<file path="src/rtl/aludec_pipe.sv">
// ALU-control decoder with registered ID/EX boundary, reserved-funct flag,
// mul/div latency counter driving an E-stall request and a HI/LO hazard flag.

package aludec_pipe_pkg;
  localparam logic [3:0] R_TYPE_OP = 4'd0;
  localparam logic [3:0] ANDI_OP   = 4'd1;
  localparam logic [3:0] ORI_OP    = 4'd2;
  localparam logic [3:0] XORI_OP   = 4'd3;
  localparam logic [3:0] LUI_OP    = 4'd4;
  localparam logic [3:0] ADDI_OP   = 4'd5;
  localparam logic [3:0] ADDIU_OP  = 4'd6;
  localparam logic [3:0] SLTI_OP   = 4'd7;
  localparam logic [3:0] SLTIU_OP  = 4'd8;
  localparam logic [3:0] MFC0_OP   = 4'd9;
  localparam logic [3:0] MTC0_OP   = 4'd10;

  localparam logic [4:0] AND_CONTROL   = 5'd1;
  localparam logic [4:0] OR_CONTROL    = 5'd2;
  localparam logic [4:0] XOR_CONTROL   = 5'd3;
  localparam logic [4:0] NOR_CONTROL   = 5'd4;
  localparam logic [4:0] LUI_CONTROL   = 5'd5;
  localparam logic [4:0] ADD_CONTROL   = 5'd6;
  localparam logic [4:0] ADDU_CONTROL  = 5'd7;
  localparam logic [4:0] SUB_CONTROL   = 5'd8;
  localparam logic [4:0] SUBU_CONTROL  = 5'd9;
  localparam logic [4:0] SLT_CONTROL   = 5'd10;
  localparam logic [4:0] SLTU_CONTROL  = 5'd11;
  localparam logic [4:0] SLL_CONTROL   = 5'd12;
  localparam logic [4:0] SRL_CONTROL   = 5'd13;
  localparam logic [4:0] SRA_CONTROL   = 5'd14;
  localparam logic [4:0] SLLV_CONTROL  = 5'd15;
  localparam logic [4:0] SRLV_CONTROL  = 5'd16;
  localparam logic [4:0] SRAV_CONTROL  = 5'd17;
  localparam logic [4:0] MFHI_CONTROL  = 5'd18;
  localparam logic [4:0] MFLO_CONTROL  = 5'd19;
  localparam logic [4:0] MTHI_CONTROL  = 5'd20;
  localparam logic [4:0] MTLO_CONTROL  = 5'd21;
  localparam logic [4:0] MULT_CONTROL  = 5'd22;
  localparam logic [4:0] MULTU_CONTROL = 5'd23;
  localparam logic [4:0] DIV_CONTROL   = 5'd24;
  localparam logic [4:0] DIVU_CONTROL  = 5'd25;
  localparam logic [4:0] MFC0_CONTROL  = 5'd26;
  localparam logic [4:0] MTC0_CONTROL  = 5'd27;

  localparam logic [5:0] SLL_FUNCT   = 6'b000000;
  localparam logic [5:0] SRL_FUNCT   = 6'b000010;
  localparam logic [5:0] SRA_FUNCT   = 6'b000011;
  localparam logic [5:0] SLLV_FUNCT  = 6'b000100;
  localparam logic [5:0] SRLV_FUNCT  = 6'b000110;
  localparam logic [5:0] SRAV_FUNCT  = 6'b000111;
  localparam logic [5:0] MFHI_FUNCT  = 6'b010000;
  localparam logic [5:0] MTHI_FUNCT  = 6'b010001;
  localparam logic [5:0] MFLO_FUNCT  = 6'b010010;
  localparam logic [5:0] MTLO_FUNCT  = 6'b010011;
  localparam logic [5:0] MULT_FUNCT  = 6'b011000;
  localparam logic [5:0] MULTU_FUNCT = 6'b011001;
  localparam logic [5:0] DIV_FUNCT   = 6'b011010;
  localparam logic [5:0] DIVU_FUNCT  = 6'b011011;
  localparam logic [5:0] ADD_FUNCT   = 6'b100000;
  localparam logic [5:0] ADDU_FUNCT  = 6'b100001;
  localparam logic [5:0] SUB_FUNCT   = 6'b100010;
  localparam logic [5:0] SUBU_FUNCT  = 6'b100011;
  localparam logic [5:0] AND_FUNCT   = 6'b100100;
  localparam logic [5:0] OR_FUNCT    = 6'b100101;
  localparam logic [5:0] XOR_FUNCT   = 6'b100110;
  localparam logic [5:0] NOR_FUNCT   = 6'b100111;
  localparam logic [5:0] SLT_FUNCT   = 6'b101010;
  localparam logic [5:0] SLTU_FUNCT  = 6'b101011;
endpackage

module aludec_pipe #(
  parameter int OP_W    = 4,
  parameter int CTRL_W  = 5,
  parameter int MUL_LAT = 1,
  parameter int DIV_LAT = 36
) (
  input  logic              clk,
  input  logic              rst,
  input  logic [31:0]       instrD,
  input  logic [OP_W-1:0]   aluopD,
  input  logic              validD,
  input  logic              stallE,
  input  logic              flushE,
  output logic [CTRL_W-1:0] alucontrolE,
  output logic              validE,
  output logic              riE,
  output logic              md_stall_req,
  output logic              md_doneE,
  output logic              hilo_hazardD
);
  import aludec_pipe_pkg::*;

  localparam logic [7:0] MUL_INIT = 8'(MUL_LAT - 1);
  localparam logic [7:0] DIV_INIT = 8'(DIV_LAT - 1);

  logic [5:0]        w_funct;
  logic [4:0]        w_ctrl;
  logic              w_riD;
  logic              w_is_mul;
  logic              w_is_div;
  logic              w_is_hilo;
  logic              w_busy;
  logic              w_load;
  logic              w_unused;
  logic [CTRL_W-1:0] r_ctrl;
  logic              r_valid;
  logic              r_ri;
  logic [7:0]        r_cnt;
  logic              r_done;

  assign w_funct  = instrD[5:0];
  assign w_unused = ^instrD[31:6];

  always_comb begin
    w_ctrl = '0;
    w_riD  = 1'b0;
    if (validD) begin
      case (aluopD)
        OP_W'(ANDI_OP):  w_ctrl = AND_CONTROL;
        OP_W'(ORI_OP):   w_ctrl = OR_CONTROL;
        OP_W'(XORI_OP):  w_ctrl = XOR_CONTROL;
        OP_W'(LUI_OP):   w_ctrl = LUI_CONTROL;
        OP_W'(ADDI_OP):  w_ctrl = ADD_CONTROL;
        OP_W'(ADDIU_OP): w_ctrl = ADDU_CONTROL;
        OP_W'(SLTI_OP):  w_ctrl = SLT_CONTROL;
        OP_W'(SLTIU_OP): w_ctrl = SLTU_CONTROL;
        OP_W'(MFC0_OP):  w_ctrl = MFC0_CONTROL;
        OP_W'(MTC0_OP):  w_ctrl = MTC0_CONTROL;
        OP_W'(R_TYPE_OP): begin
          case (w_funct)
            AND_FUNCT:   w_ctrl = AND_CONTROL;
            OR_FUNCT:    w_ctrl = OR_CONTROL;
            XOR_FUNCT:   w_ctrl = XOR_CONTROL;
            NOR_FUNCT:   w_ctrl = NOR_CONTROL;
            SLL_FUNCT:   w_ctrl = SLL_CONTROL;
            SRL_FUNCT:   w_ctrl = SRL_CONTROL;
            SRA_FUNCT:   w_ctrl = SRA_CONTROL;
            SLLV_FUNCT:  w_ctrl = SLLV_CONTROL;
            SRLV_FUNCT:  w_ctrl = SRLV_CONTROL;
            SRAV_FUNCT:  w_ctrl = SRAV_CONTROL;
            MFHI_FUNCT:  w_ctrl = MFHI_CONTROL;
            MFLO_FUNCT:  w_ctrl = MFLO_CONTROL;
            MTHI_FUNCT:  w_ctrl = MTHI_CONTROL;
            MTLO_FUNCT:  w_ctrl = MTLO_CONTROL;
            ADD_FUNCT:   w_ctrl = ADD_CONTROL;
            ADDU_FUNCT:  w_ctrl = ADDU_CONTROL;
            SUB_FUNCT:   w_ctrl = SUB_CONTROL;
            SUBU_FUNCT:  w_ctrl = SUBU_CONTROL;
            SLT_FUNCT:   w_ctrl = SLT_CONTROL;
            SLTU_FUNCT:  w_ctrl = SLTU_CONTROL;
            MULT_FUNCT:  w_ctrl = MULT_CONTROL;
            MULTU_FUNCT: w_ctrl = MULTU_CONTROL;
            DIV_FUNCT:   w_ctrl = DIV_CONTROL;
            DIVU_FUNCT:  w_ctrl = DIVU_CONTROL;
            default:     w_riD  = 1'b1;
          endcase
        end
        default: ;
      endcase
    end
  end

  assign w_is_mul  = (w_ctrl == MULT_CONTROL) || (w_ctrl == MULTU_CONTROL);
  assign w_is_div  = (w_ctrl == DIV_CONTROL)  || (w_ctrl == DIVU_CONTROL);
  assign w_is_hilo = (w_ctrl == MFHI_CONTROL) || (w_ctrl == MFLO_CONTROL) ||
                     (w_ctrl == MTHI_CONTROL) || (w_ctrl == MTLO_CONTROL);

  // Stall request depends on the counter alone, never on stallE/flushE.
  assign w_busy       = (r_cnt != '0);
  assign md_stall_req = w_busy;
  assign w_load       = !flushE && !stallE && !w_busy;

  always_ff @(posedge clk or posedge rst) begin
    if (rst) begin
      r_ctrl  <= '0;
      r_valid <= 1'b0;
      r_ri    <= 1'b0;
    end else if (flushE) begin
      r_ctrl  <= '0;
      r_valid <= 1'b0;
      r_ri    <= 1'b0;
    end else if (w_load) begin
      r_ctrl  <= CTRL_W'(w_ctrl);
      r_valid <= validD;
      r_ri    <= w_riD;
    end
  end

  // A unit latency never raises busy, so its done pulse is issued at load time.
  always_ff @(posedge clk or posedge rst) begin
    if (rst) begin
      r_cnt  <= '0;
      r_done <= 1'b0;
    end else if (flushE) begin
      r_cnt  <= '0;
      r_done <= 1'b0;
    end else if (w_busy) begin
      r_cnt  <= r_cnt - 8'd1;
      r_done <= (r_cnt == 8'd1);
    end else if (w_load && w_is_mul) begin
      r_cnt  <= MUL_INIT;
      r_done <= (MUL_LAT == 1);
    end else if (w_load && w_is_div) begin
      r_cnt  <= DIV_INIT;
      r_done <= (DIV_LAT == 1);
    end else begin
      r_done <= 1'b0;
    end
  end

  assign alucontrolE  = r_ctrl;
  assign validE       = r_valid;
  assign riE          = r_ri;
  assign md_doneE     = r_done;
  assign hilo_hazardD = validD && w_is_hilo && (w_busy || r_done);

endmodule

</file>
<file path="config.mk">
export PLATFORM = sky130hd
export DESIGN_NAME = aludec_pipe
export DESIGN_NICKNAME = d
export VERILOG_FILES = /design/src/rtl/aludec_pipe.sv
export SDC_FILE = /design/constraint.sdc
export NUM_CORES = 1
export LEC_CHECK = 0
export BUFFER_PORTS_ARGS = -buffer_cell sky130_fd_sc_hd__buf_2
export CORE_MARGIN = 1
export CORE_UTILIZATION = 49
export CTS_CLUSTER_SIZE = 14
export DETAILED_ROUTE_END_ITERATION = 8
export PLACE_DENSITY = 0.79
export SKIP_LAST_GASP = 1
export SYNTH_ARGS = -nofsm -noshare
export SYNTH_HDL_FRONTEND = slang
export SYNTH_SLANG_ARGS = --single-unit
</file>
<file path="constraint.sdc">
create_clock -name clk -period 2.75 [get_ports clk]
set_input_delay 0.275 -clock clk [delete_from_list [all_inputs] [get_ports clk]]
set_output_delay 0.275 -clock clk [all_outputs]
set_load 0.005 [all_outputs]
</file>
After elaboration in Yosys (flattened, before gate mapping)
Index checks and enable logic that the tools add are counted.

word-level totals
  register bits after elaboration = 16
  logic and storage cells = 88

cells by class
  add/sub/neg operators = 1
  eq/ne operators = 42
  mux-type cells = 19
  reductions and logical operators = 21

operator list
  kind                 number
  $pmux 5 s24          1
  $eq 6x6->1 const B   10
  $pmux 5 s11          1
  $eq 6x5->1 const B   8
  $eq 5x5->1 const B   8
  $mux 8               4
  $reduce_or 24->1     1
  $eq 6x3->1 const B   3
  $eq 4x3->1 const B   4
  $mux 5               3
  $eq 4x4->1 const B   3
  $eq 6x2->1 const B   2
  $mux 1               10
  $eq 4x2->1 const B   2
  $eq 8x1->1 const B   1
  $reduce_bool 8->1    1
  $sub 8x1->8 const B  1
  $logic_and 1x1->1    6
  $logic_not 6->1      1
  $logic_or 1x1->1     6
  $eq 4x1->1 const B   1
  $logic_not 4->1      1
  $reduce_bool 4->1    1
  $logic_not 1->1      3
  $reduce_bool 2->1    1

Logic depth before layout (Yosys ltp)
Gate-level depths: netlist (run 1).

  word-level depth = 11
  mapped depth = 10

Worst setup path before layout (run 1)
Ideal clock, no wire load.

  path kind = input port to output port
  from = input instrD[5]
  to = output hilo_hazardD
  data arrival time = 1.886 ns
  slack = 0.589 ns
  stages = 7
  buffers on the path = 1
  cells stage by stage = buf_4 > inv_1 > or4b_1 > a31o_1 > a211oi_1 > o21ai_0 > a2111oi_1

on the way
  cells in the longest elaborated chain, start to end = 10
  elaborated cells on any way between the ends = 36

RTL lines
  element                             RTL line  RTL
  from (decl)                         79        input logic [31:0] instrD,
  $eq 6x5->1 (tied with other cells)  130       case (w_funct)
  $pmux 5 s24 *                       130
  $pmux 5 s11 *                       118       case (aluopD)
  $mux 5 *                            117       if (validD) begin
  $eq 5x5->1                          165       assign w_is_hilo = (w_ctrl == MFHI_CONTROL) || (w_ctrl == MFLO_CONTROL) ||
  $logic_or 1x1->1 (2 in a row)       165
  $logic_or 1x1->1 *                  166       (w_ctrl == MTHI_CONTROL) || (w_ctrl == MTLO_CONTROL);
  $logic_and 1x1->1 * (2 in a row)    215       assign hilo_hazardD = validD && w_is_hilo && (w_busy || r_done);
  to (decl)                           89        output logic hilo_hazardD

Every way passes the cells marked *; elsewhere a longest branch is shown, timed or not.

Worst setup path in the final report (run 1)
  from = input instrD[4]
  to = output hilo_hazardD

The elaborated chain is that of the path after synthesis.

==> insert_results.sql, run 1 <==
INSERT INTO impl_metrics (metric_group, metric, value, unit) VALUES
('logic_synthesis', 'synth.lib_cells_used.distinct', '50', ''),
('finish', 'share_of_cells_above_drive_strength_1', '0.225', ''),
('finish', 'fin_nets', '232', ''),
('die', 'floorplan.initialDensity', '0.539', ''),
('clock_network', 'source_to_sink_clock_delay_at_the_later_pin_of_the_worst_skew_pair', '0.29', 'ns'),
('setup_path', 'worstPathRequired', '2.48', 'ns'),
('setup_path', 'timing.critical_path.fanout_max', '14', ''),
('clock_network', 'clkSlewWorstSetupHoldPaths', '0.10', 'ns'),
('place', 'dpl.hpwl', '2400', 'um'),
('clock_network', 'clock_tree.buffer_depth', '2', ''),
('setup_path', 'worstPathCellList', 'buf_2, or4_4, o31a_1, o311ai_1, nand3_1, a2111oi_1, buf_2', ''),
('power', 'power_per_cell_area', '654', 'mW/mm2'),
('power', 'irDropWorstVdd', '0.578', 'mV'),
('drt', 'detailedRoute.firstIterationViolations', '52', ''),
('global_routing', 'grt_overflow', '0', ''),
('drt', 'viasPerCell', '6.33', ''),
('place', 'dp.cells', '213', ''),
('clock_network', 'htree_num_levels', '1', ''),
('place', 'post_dp_cell_area', '0.00151', 'mm2'),
('place', 'pre_cts_ws', '0.182', 'ns'),
('global_routing', 'grt_start_max_net_pins', '18', ''),
('finish', 'layout.cells.non_filler', '217', ''),
('setup_path', 'timing.critical_path.max_delay_family', 'compound AO/OA/AOI/OAI gates', ''),
('finish', 'final-seq-area', '400', 'um2'),
('place', 'final_weighted_congestion_of_routability_driven_global_placement', '0.922', ''),
('finish', 'fin_area', '0.00155', 'mm2'),
('flow_run', 'maxCapViolCount', '0', ''),
('drt', 'detail_route.drc_violations', '0', ''),
('logic_synthesis', 'synth-async-reset-ratio', '1.00', ''),
('drt', 'drt_wl_total', '3180', 'um'),
('global_routing', 'antenna_found_initial', '0', ''),
('logic_synthesis', 'synth_edf_count', '0', ''),
('die', 'ports_placed_on_the_boundary', '51', ''),
('drt', 'routed_wire_length_per_instance', '14.6', 'um'),
('logic_synthesis', 'syn-num-nets', '213', ''),
('clock_network', 'cts_tree', 'done', ''),
('setup_path', 'critPathKind', 'input pin to output port', ''),
('drt', 'drt.antenna.violating_nets', '0', ''),
('sta', 'relSlewSlack', '0.444', ''),
('drt', 'detailroute.via_count', '1374', ''),
('setup_path', 'cp-end-kind', 'output port', ''),
('global_routing', 'grt_pass1_wl', '5670', 'um'),
('clock_network', 'cts.sink_count', '16', ''),
('clock_network', 'cts_made_buffers', '3', ''),
('die', 'floorplan.die.height', '55.4', 'um'),
('logic_synthesis', 'synth.yosys.warnings', '0', ''),
('outcome', 'run_status', 'complete, no violations', ''),
('global_routing', 'first_global_vias', '1241', ''),
('logic_synthesis', 'syn_area_per_cell', '8.26', 'um2'),
('setup_path', 'timing.critical_path.buf_inv', '2', ''),
('sta', 'finalSetupViolCount', '0', ''),
('logic_synthesis', 'post_synth_instance_area', '0.00140', 'mm2'),
('sta', 'timing.final.max_slew_violations', '0', ''),
('finish', 'area.growth.synth_to_final', '10.9', '%'),
('drt', 'drtPass1Iterations', '4', ''),
('die', 'fp.dieArea', '0.00307', 'mm2'),
('setup_path', 'crit_arrival', '2.29', 'ns'),
('setup_path', 'max_stage_delay', '0.57', 'ns'),
('sta', 'worst_clock_skew', '0.00793', 'ns'),
('logic_synthesis', 'seq_area_frac_synth', '0.287', ''),
('sta', 'final_critical_path_setup_slack', '0.185', 'ns'),
('power', 'power.static_leakage', '0.653', 'nW'),
('logic_synthesis', 'synth_cells', '169', ''),
('global_routing', 'track_usage', '0.225', ''),
('logic_synthesis', 'ys.flop_type', 'dfrtp_1', ''),
('sta', 'finalHoldViolations', '0', ''),
('sta', 'unrepaired_setup_endpoints_after_global_routing', 'no', ''),
('finish', 'multiInputGateArea', '906', 'um2'),
('clock_network', 'ctsRootBufferMaster', 'clkbuf_4', ''),
('die', 'floorplan.die.width', '55.4', 'um'),
('die', 'placeableCoreArea', '0.00259', 'mm2');
==> synth_stat cells, types with 3 or more instances <==
cell type,number,share of area
mux2i_1,5,0.036
nor3_1,9,0.032
xnor2_1,3,0.019
nor2b_1,8,0.036
buf_2,4,0.014
nand2b_1,5,0.022
nor2_1,20,0.054
ha_1,3,0.027
nand4_1,3,0.013
dfrtp_1,16,0.29
inv_1,7,0.019
a21oi_1,7,0.025
nand3_1,6,0.022
or3_1,3,0.013
a2111oi_2,3,0.032
nand2_1,13,0.035
clkbuf_1,6,0.016
o21ai_0,8,0.029
==> timing repair <==
action	4_1_cts	5_1_grt
setup endpoints to repair	0	1
hold buffers	0	0
gates resized for setup	0	1
endpoints found under the hold margin	0	0
buffers inserted	0	0
==> logic make-up after synthesis <==
logic type | after synthesis | share of synthesized area
AND/OR/NAND/NOR | 81 | 0.320
AO/OA/AOI/OAI | 39 | 0.231
buffers and inverters | 20 | 0.0681
flip-flops | 16 | 0.287
XOR/XNOR | 5 | 0.0314
multiplexers | 5 | 0.0358
adder cells (fa/ha/maj) | 3 | 0.0269
==> state kept, by name (all words and copies together), names as in the netlist <==
register     count
validE           1
md_doneE         1
r_cnt            8
riE              1
alucontrolE      5
==> path summary, 6_finish.rpt <==
path / slack, ns / end / cells after the start / from
min in group clk: 0.27 / riE / 3 / validD
worst max register to register: 0.44 / md_doneE / 9 / r_cnt[0]
max in group asynchronous: 2.30 / r_cnt[3] / 2 / rst
worst max-delay path: 0.19 / hilo_hazardD / 7 / instrD[4]
worst min-delay path: 0.04 / alucontrolE[2] / 2 / rst
worst min register to register: 0.49 / alucontrolE[4] / 2 / alucontrolE[4]
==> layout by cell type (no fill, tap or decap), types with 5 or more instances in the layout <==
master / instances
dfrtp_1: 16
nor2b_1: 8
nor3_1: 9
a21oi_1: 7
nand3_1: 6
nand2b_1: 5
mux2i_1: 5
inv_1: 7
buf_2: 24
o21ai_0: 8
nor2_1: 20
nand2_1: 13
==> cell type report <==
class	instances	area share
Tap cell	30	0.0242
Sequential cell	16	0.258
Inverter	7	0.0170
Clock buffer	4	0.0234
Multi-Input combinational cell	133	0.585
Timing Repair Buffer	27	0.0921
==> routing by layer <==
layer	GRT usage	up-vias	wire length [um]
met3	0.0328	2	161
met1	0.312	672	1520
li1	-	650	-
met4	0.0500	0	12
met5	0	-	0
met2	0.372	50	1480
==> where the power goes <==
part           internal [W]  total [W]  switching [W]  leakage (nW)
logic              0.000236   0.000507       0.000271         0.416
registers          0.000288   0.000346      0.0000579         0.217
clock network     0.0000806   0.000159      0.0000786        0.0210
total              0.000605    0.00101       0.000407         0.653
==> metrics by stage <==
stage          hold slack [ns]   util
6_report                0.0406  0.598
5_1_grt                 0.0785  0.598
4_1_cts                 0.0513  0.596
3_5_place_dp             0.371  0.582
3_3_place_gp             0.361  0.582
2_1_floorplan            0.189      -
(Power assumes the default switching activity.)
==> run 2, diff against run 1 <==
- ABC_AREA: not set -> 1
- PLACE_DENSITY: 0.79 -> 0.8
==> insert_results.sql, run 2 <==
INSERT INTO impl_metrics (metric_group, metric, value, unit) VALUES
('flow_run', 'maxCapViolCount', '0', ''),
('logic_synthesis', 'area_fraction_in_and_or_nand_and_nor_cells_after_synthesis', '0.462', ''),
('place', 'pre_cts_ws', '0.729', 'ns'),
('outcome', 'run_status', 'complete, no violations', ''),
('logic_synthesis', 'synth-async-reset-ratio', '1.00', ''),
('sta', 'hold_slack', '0.0280', 'ns'),
('power', 'irDropWorstVdd', '0.556', 'mV'),
('logic_synthesis', 'netlist_top_cells_count', 'nand2_1, nor2_1, inv_1', ''),
('clock_network', 'source_to_sink_clock_delay_at_the_later_pin_of_the_worst_skew_pair', '0.29', 'ns'),
('sta', 'relSlewSlack', '0.601', ''),
('setup_path', 'max_stage_delay', '0.39', 'ns'),
('place', 'port-buffer-count', '24', ''),
('finish', 'diodes', '0', ''),
('logic_synthesis', 'ys.flop_type', 'dfrtp_1', ''),
('logic_synthesis', 'synth_top_family_by_area', 'simple AND/OR/NAND/NOR gates', ''),
('sta', 'max_clock_freq', '0.463', 'GHz'),
('logic_synthesis', 'seq_area_frac_synth', '0.301', ''),
('sta', 'final.min_clock_period', '2.16', 'ns'),
('sta', 'finalSetupViolCount', '0', ''),
('drt', 'routed_wire_length_per_instance', '10.4', 'um'),
('setup_path', 'reg2reg_slack', '0.71', 'ns'),
('global_routing', 'antenna_found_initial', '0', ''),
('power', 'power.static_leakage', '0.881', 'nW'),
('sta', 'unrepaired_setup_endpoints_after_global_routing', 'no', ''),
('setup_path', 'timing.critical_path.fanout_max', '6', ''),
('sta', 'worst-slew-pin-transition', '0.598', 'ns'),
('logic_synthesis', 'synth.ff_latch_count', '16', ''),
('logic_synthesis', 'synth.lib_cells_used.distinct', '25', ''),
('clock_network', 'clock_tree.buffer_depth', '2', ''),
('logic_synthesis', 'synth_top_area_share', '0.301', ''),
('clock_network', 'cts_tree', 'done', ''),
('sta', 'final.setup.tns', '0', 'ns'),
('global_routing', 'first_global_vias', '1155', ''),
('sta', 'final_critical_path_setup_slack', '0.592', 'ns'),
('die', 'placeableCoreArea', '0.00252', 'mm2'),
('logic_synthesis', 'synth_most_common_cell', 'nand2_1', ''),
('setup_path', 'crit_arrival', '1.88', 'ns'),
('place', 'dpl.hpwl', '2210', 'um'),
('setup_path', 'crit_top_cell', 'inv_1', ''),
('drt', 'viasPerCell', '5.10', ''),
('finish', 'number_of_flip_flops_under_the_largest_register_name', '8', ''),
('setup_path', 'timing.rr.end', 'r_cnt[0]', ''),
('clock_network', 'ctsResizeCount', '0', ''),
('global_routing', 'grt_overflow', '0', ''),
('logic_synthesis', 'synth_edf_count', '0', ''),
('finish', 'mostFrequentLayoutCell', 'nand2_1', ''),
('logic_synthesis', 'netlist_top_cells_area', 'dfrtp_1, nand2_1, nor2_1', ''),
('clock_network', 'clkSlewWorstSetupHoldPaths', '0.10', 'ns'),
('sta', 'period_share', '0.785', ''),
('clock_network', 'cts_made_buffers', '3', ''),
('logic_synthesis', 'synth_cells', '205', ''),
('drt', 'drt.antenna.violating_nets', '0', ''),
('power', 'power_per_cell_area', '576', 'mW/mm2'),
('clock_network', 'htree_num_levels', '1', ''),
('global_routing', 'grt_start_max_net_pins', '17', ''),
('die', 'floorplan.die.width', '54.1', 'um'),
('sta', 'finalHoldViolations', '0', ''),
('setup_path', 'worst_reg2reg_startpoint', 'r_cnt[0]', ''),
('drt', 'drtPass1Iterations', '4', ''),
('finish', 'most-common-layout-cells', 'nand2_1, nor2_1, buf_2', ''),
('setup_path', 'critPathKind', 'flop to output port', ''),
('global_routing', 'track_usage', '0.218', ''),
('finish', 'final.fill_count', '258', ''),
('drt', 'detailedRoute.firstIterationViolations', '45', ''),
('die', 'floorplan.initialDensity', '0.527', ''),
('finish', 'share_of_cells_above_drive_strength_1', '0.227', ''),
('logic_synthesis', 'synth-compound-area-share', '0.0913', ''),
('die', 'floorplan.die.height', '54.1', 'um'),
('hold_path', 'worstHoldPathType', 'input pin to async pin', ''),
('clock_network', 'cts.sink_count', '16', ''),
('setup_path', 'cp-end-kind', 'output port', ''),
('setup_path', 'slowest_stage', 'dfrtp_1', ''),
('finish', 'fin_nets', '278', ''),
('drt', 'detailroute.via_count', '1340', ''),
('die', 'fp.dieArea', '0.00293', 'mm2'),
('logic_synthesis', 'synth.yosys.warnings', '0', ''),
('clock_network', 'post_cts_hold_buffer_count', '0', ''),
('logic_synthesis', 'post-synth-top-area-cell', 'dfrtp_1', ''),
('drt', 'drt_wl_total', '2750', 'um'),
('sta', 'worst_clock_skew', '0.00487', 'ns'),
('logic_synthesis', 'share_of_cell_area_taken_by_muxes_after_synthesis', '0', ''),
('finish', 'largest_register', 'r_cnt', ''),
('setup_path', 'worstRegToRegCells', '13', ''),
('sta', 'timing.final.max_slew_violations', '0', ''),
('logic_synthesis', 'yosys.area_share.xor_xnor', '0.0329', ''),
('place', 'final_weighted_congestion_of_routability_driven_global_placement', '0.857', ''),
('setup_path', 'worstPathRequired', '2.48', 'ns'),
('die', 'ports_placed_on_the_boundary', '51', ''),
('finish', 'layout.cells.non_filler', '263', ''),
('place', 'dp.cells', '259', ''),
('die', 'fp-row-count', '18', ''),
('logic_synthesis', 'synth-adder-area-share', '0.0282', ''),
('clock_network', 'ctsRootBufferMaster', 'clkbuf_4', ''),
('setup_path', 'startpoint_type', 'flop', ''),
('setup_path', 'worstPathCellList', 'inv_1, ha_1, inv_1, nor3_4, inv_1, nor2_1, nor2_1, o211a_1, buf_2', ''),
('finish', 'area.growth.synth_to_final', '14.6', '%'),
('clock_network', 'cts_post_setup_buffers_inserted', '0', ''),
('logic_synthesis', 'syn_area_per_cell', '6.49', 'um2'),
('global_routing', 'grt_pass1_wl', '4690', 'um'),
('drt', 'detail_route.drc_violations', '0', ''),
('logic_synthesis', 'post_synth_instance_area', '0.00133', 'mm2'),
('finish', 'finalCoreUtilization', '0.604', ''),
('logic_synthesis', 'syn-num-nets', '249', '');
==> run 2: changes by cell type after synthesis, sizes merged, moves of 3 or more <==
cell	delta
mux2i	-5
buf	-7
or2	-3
nor3	-3
nand3	+13
inv	+23
nand2	+47
a2111oi	-6
or3	-3
clkbuf	-6
nor2	+21
nand2b	-5
nor2b	-8
==> run 2: final cells by class <==
type | instances | area [um2] | share of cell area
timing repair buffer | 24 | 120 | 0.0788
tap | 30 | 37.5 | 0.0246
inverter | 30 | 113 | 0.0739
sequential | 16 | 400 | 0.263
clock buffer | 4 | 36.3 | 0.0238
multi-input combinational | 159 | 817 | 0.536
==> run 2: power by group <==
group / switching [W] / internal, W / total (W)
registers: 0.0000304 / 0.000281 / 0.000311
logic: 0.000250 / 0.000156 / 0.000406
clock network: 0.0000794 / 0.0000807 / 0.000160
==> run 2: logic make-up after synthesis <==
logic type,after synthesis
simple gates,131
buf+inv,30
compound gates,20
flops,16
xor+xnor,5
fa+ha+maj,3
==> run 2: worst max path at each step <==
| stage | cells past startpoint | slack (ns) | to | startpoint |
|---|---|---|---|---|
| floorplan | 13 | 0.97 | r_cnt[0] | r_cnt[0] |
| global placement | 13 | 0.74 | r_cnt[1] | r_cnt[0] |
| detailed placement | 13 | 0.73 | r_cnt[0] | r_cnt[0] |
| CTS | 9 | 0.59 | hilo_hazardD | r_cnt[0] |
| global route | 9 | 0.43 | hilo_hazardD | r_cnt[0] |
| finish | 9 | 0.59 | hilo_hazardD | r_cnt[0] |
==> run 2: layer usage <==
metal  global-route usage  wire (um)  vias up
met5                    0          0        -
met4               0.0256          9        0
met3               0.0593        109        2
met2                0.352       1260       28
met1                0.298       1370      599
li1                     -          -      711
==> run 2: through the flow <==
stage | area, um2 | total power, W
floorplan | 1330 | 0.000627
global placement | 1490 | 0.000713
detailed placement | 1490 | 0.000722
CTS | 1520 | 0.000882
finish | 1520 | 0.000878
global route | 1520 | 0.000953
==> run 2: critical path, delay by kind of cell, from the launching register on <==
family / cells / cell delay (ns)
and+or+nand+nor: 3 / 0.45
DFF: 1 / 0.39
buffers and inverters: 4 / 0.46
adders and majority gates: 1 / 0.16
AOI/OAI and AO/OA: 1 / 0.12
==> run 3, diff against run 2 <==
- clock period: 2.75 -> 2 ns (I/O delays scaled with it)
==> insert_results.sql, run 3 (same netlist as run 2, synthesis figures left out) <==
INSERT INTO impl_metrics (metric_group, metric, value, unit) VALUES
('clock_network', 'clkSlewWorstSetupHoldPaths', '0.10', 'ns'),
('power', 'clockPowerShare', '0.163', ''),
('clock_network', 'htree_num_levels', '1', ''),
('setup_path', 'worst_reg2reg_startpoint', 'r_cnt[0]', ''),
('place', 'port-buffer-count', '24', ''),
('clock_network', 'ctsRootBufferMaster', 'clkbuf_4', ''),
('finish', 'fin_nets', '287', ''),
('place', 'final_weighted_congestion_of_routability_driven_global_placement', '0.832', ''),
('setup_path', 'cp-end-kind', 'output port', ''),
('die', 'floorplan.initialDensity', '0.527', ''),
('power', 'power_frac_comb', '0.520', ''),
('die', 'placeableCoreArea', '0.00252', 'mm2'),
('power', 'irDropWorstVdd', '0.729', 'mV'),
('global_routing', 'grt_overflow', '0', ''),
('drt', 'drt_wl_total', '3030', 'um'),
('finish', 'most-common-layout-cells', 'nand2_1, nor2_1, buf_2', ''),
('power', 'power_per_cell_area', '840', 'mW/mm2'),
('global_routing', 'first_global_vias', '1174', ''),
('sta', 'worst-slew-pin-transition', '0.620', 'ns'),
('die', 'fp.dieArea', '0.00293', 'mm2'),
('drt', 'detailedRoute.firstIterationViolations', '23', ''),
('hold_path', 'timing.hold.worst_path_depth', '2', ''),
('sta', 'relSlewSlack', '0.586', ''),
('finish', 'diodes', '0', ''),
('power', 'power.internal', '0.000816', 'W'),
('drt', 'viasPerCell', '5.10', ''),
('finish', 'share_of_cells_above_drive_strength_1', '0.281', ''),
('die', 'floorplan.die.height', '54.1', 'um'),
('die', 'floorplan.die.width', '54.1', 'um'),
('place', 'dpl.hpwl', '2370', 'um'),
('setup_path', 'critPathKind', 'flop to output port', ''),
('power', 'power.static_leakage', '0.924', 'nW'),
('outcome', 'run_status', 'complete, no violations', ''),
('drt', 'drtPass1Iterations', '4', ''),
('setup_path', 'worstRegToRegCells', '14', ''),
('clock_network', 'clock_tree.buffer_depth', '2', ''),
('hold_path', 'hold_path_startpoint', 'flushE', ''),
('finish', 'final.fill_count', '248', ''),
('drt', 'detailroute.via_count', '1386', ''),
('clock_network', 'source_to_sink_clock_delay_at_the_later_pin_of_the_worst_skew_pair', '0.30', 'ns'),
('die', 'fp-row-count', '18', ''),
('hold_path', 'worstHoldPathType', 'input pin to flop', ''),
('drt', 'routed_wire_length_per_instance', '11.1', 'um'),
('hold_path', 'min_to', 'md_doneE', ''),
('sta', 'finalHoldViolations', '0', ''),
('sta', 'max_clock_freq', '0.522', 'GHz'),
('sta', 'final.min_clock_period', '1.91', 'ns'),
('setup_path', 'crit_arrival', '1.71', 'ns'),
('sta', 'finalSetupViolCount', '0', ''),
('global_routing', 'grt_pass1_wl', '4820', 'um'),
('finish', 'final-seq-area', '400', 'um2'),
('sta', 'hold_slack', '0.109', 'ns'),
('finish', 'number_of_flip_flops_under_the_largest_register_name', '8', ''),
('finish', 'area.growth.synth_to_final', '21.8', '%'),
('sta', 'timing.final.max_slew_violations', '0', ''),
('die', 'ports_placed_on_the_boundary', '51', ''),
('flow_run', 'maxCapViolCount', '0', ''),
('drt', 'detail_route.drc_violations', '0', ''),
('setup_path', 'startpoint_type', 'flop', ''),
('setup_path', 'reg2reg_slack', '0.15', 'ns'),
('sta', 'worst_clock_skew', '0.00507', 'ns'),
('setup_path', 'worstPathRequired', '1.80', 'ns'),
('setup_path', 'timing.critical_path.fanout_max', '4', ''),
('finish', 'largest_register', 'r_cnt', ''),
('power', 'switching_part_of_the_total', '0.401', ''),
('finish', 'multiInputGateArea', '840', 'um2'),
('clock_network', 'cts_made_buffers', '3', ''),
('sta', 'period_share', '0.957', ''),
('global_routing', 'track_usage', '0.227', ''),
('clock_network', 'cts_tree', 'done', ''),
('sta', 'final.setup.tns', '0', 'ns'),
('clock_network', 'cts.sink_count', '16', ''),
('finish', 'mostFrequentLayoutCell', 'nand2_1', ''),
('power', 'power_switching', '0.000546', 'W'),
('power', 'power.sequential.fraction', '0.317', ''),
('setup_path', 'timing.rr.end', 'r_cnt[1]', ''),
('global_routing', 'antenna_found_initial', '0', ''),
('global_routing', 'grt_start_max_net_pins', '17', ''),
('drt', 'drt.antenna.violating_nets', '0', '');
[run 3: layout make-up]
class                   instances  area share
repair buffers                 33       0.120
flip-flops and latches         16       0.247
multi-input cells             159       0.518
clock buffers                   4      0.0224
well taps                      30      0.0232
inverters                      30      0.0695
[run 3: power by group through the flow]
stage | Combinational, W | Clock, W | Sequential [W]
floorplan | 0.000435 | 0 | 0.000427
global placement | 0.000594 | 0 | 0.000433
detailed placement | 0.000605 | 0 | 0.000435
CTS | 0.000619 | 0.000225 | 0.000428
global route | 0.000797 | 0.000239 | 0.000438
finish | 0.000709 | 0.000221 | 0.000432
[run 3: metrics by stage]
stage                     setup WS [ns]  std cells  utilization  total power (W)  instance area [um2]
after floorplan                   0.219        205            -         0.000862                 1330
after global placement            0.128        264        0.605          0.00103                 1530
after detailed placement          0.118        264        0.605          0.00104                 1530
after CTS                        0.0214        269        0.625          0.00127                 1580
after global routing            -0.0185        272        0.642          0.00147                 1620
final                            0.0857        272        0.642          0.00136                 1620
[run 3: how the worst max path moves through the flow]
stage	slack (ns)	to	start
after floorplan	0.22	r_cnt[0]	r_cnt[0]
after global placement	0.13	hilo_hazardD	instrD[4]
after detailed placement	0.12	hilo_hazardD	instrD[4]
after CTS	0.02	hilo_hazardD	r_cnt[5]
after global routing	-0.02	hilo_hazardD	r_cnt[1]
final	0.09	hilo_hazardD	r_cnt[0]
[run 3: repair_timing]
item                       CTS  global route
setup endpoints to repair    1             1
hold endpoints to repair    16             0
setup buffers                0             3
gates resized for setup      1             9
pin swaps                    1             3
hold buffers                 1             0
[run 3: critical path, cell delays in order, from the launching register on]
cell     delay [ns]
dfrtp_1        0.40
inv_2          0.08
ha_4           0.12
inv_2          0.04
nor3_4         0.19
buf_6          0.13
inv_2          0.04
nor2_2         0.10
nor2_1         0.05
o211a_1        0.13
buf_2          0.13
[run 3: per-layer routing]
layer | wire length, um | vias up | part of all wire | track usage
met3 | 152 | 4 | 0.050 | 0.0650
met1 | 1430 | 611 | 0.47 | 0.318
met5 | 0 | - | 0 | 0
met2 | 1410 | 33 | 0.47 | 0.335
met4 | 30 | 0 | 0.0099 | 0.0684
li1 | - | 738 | - | -
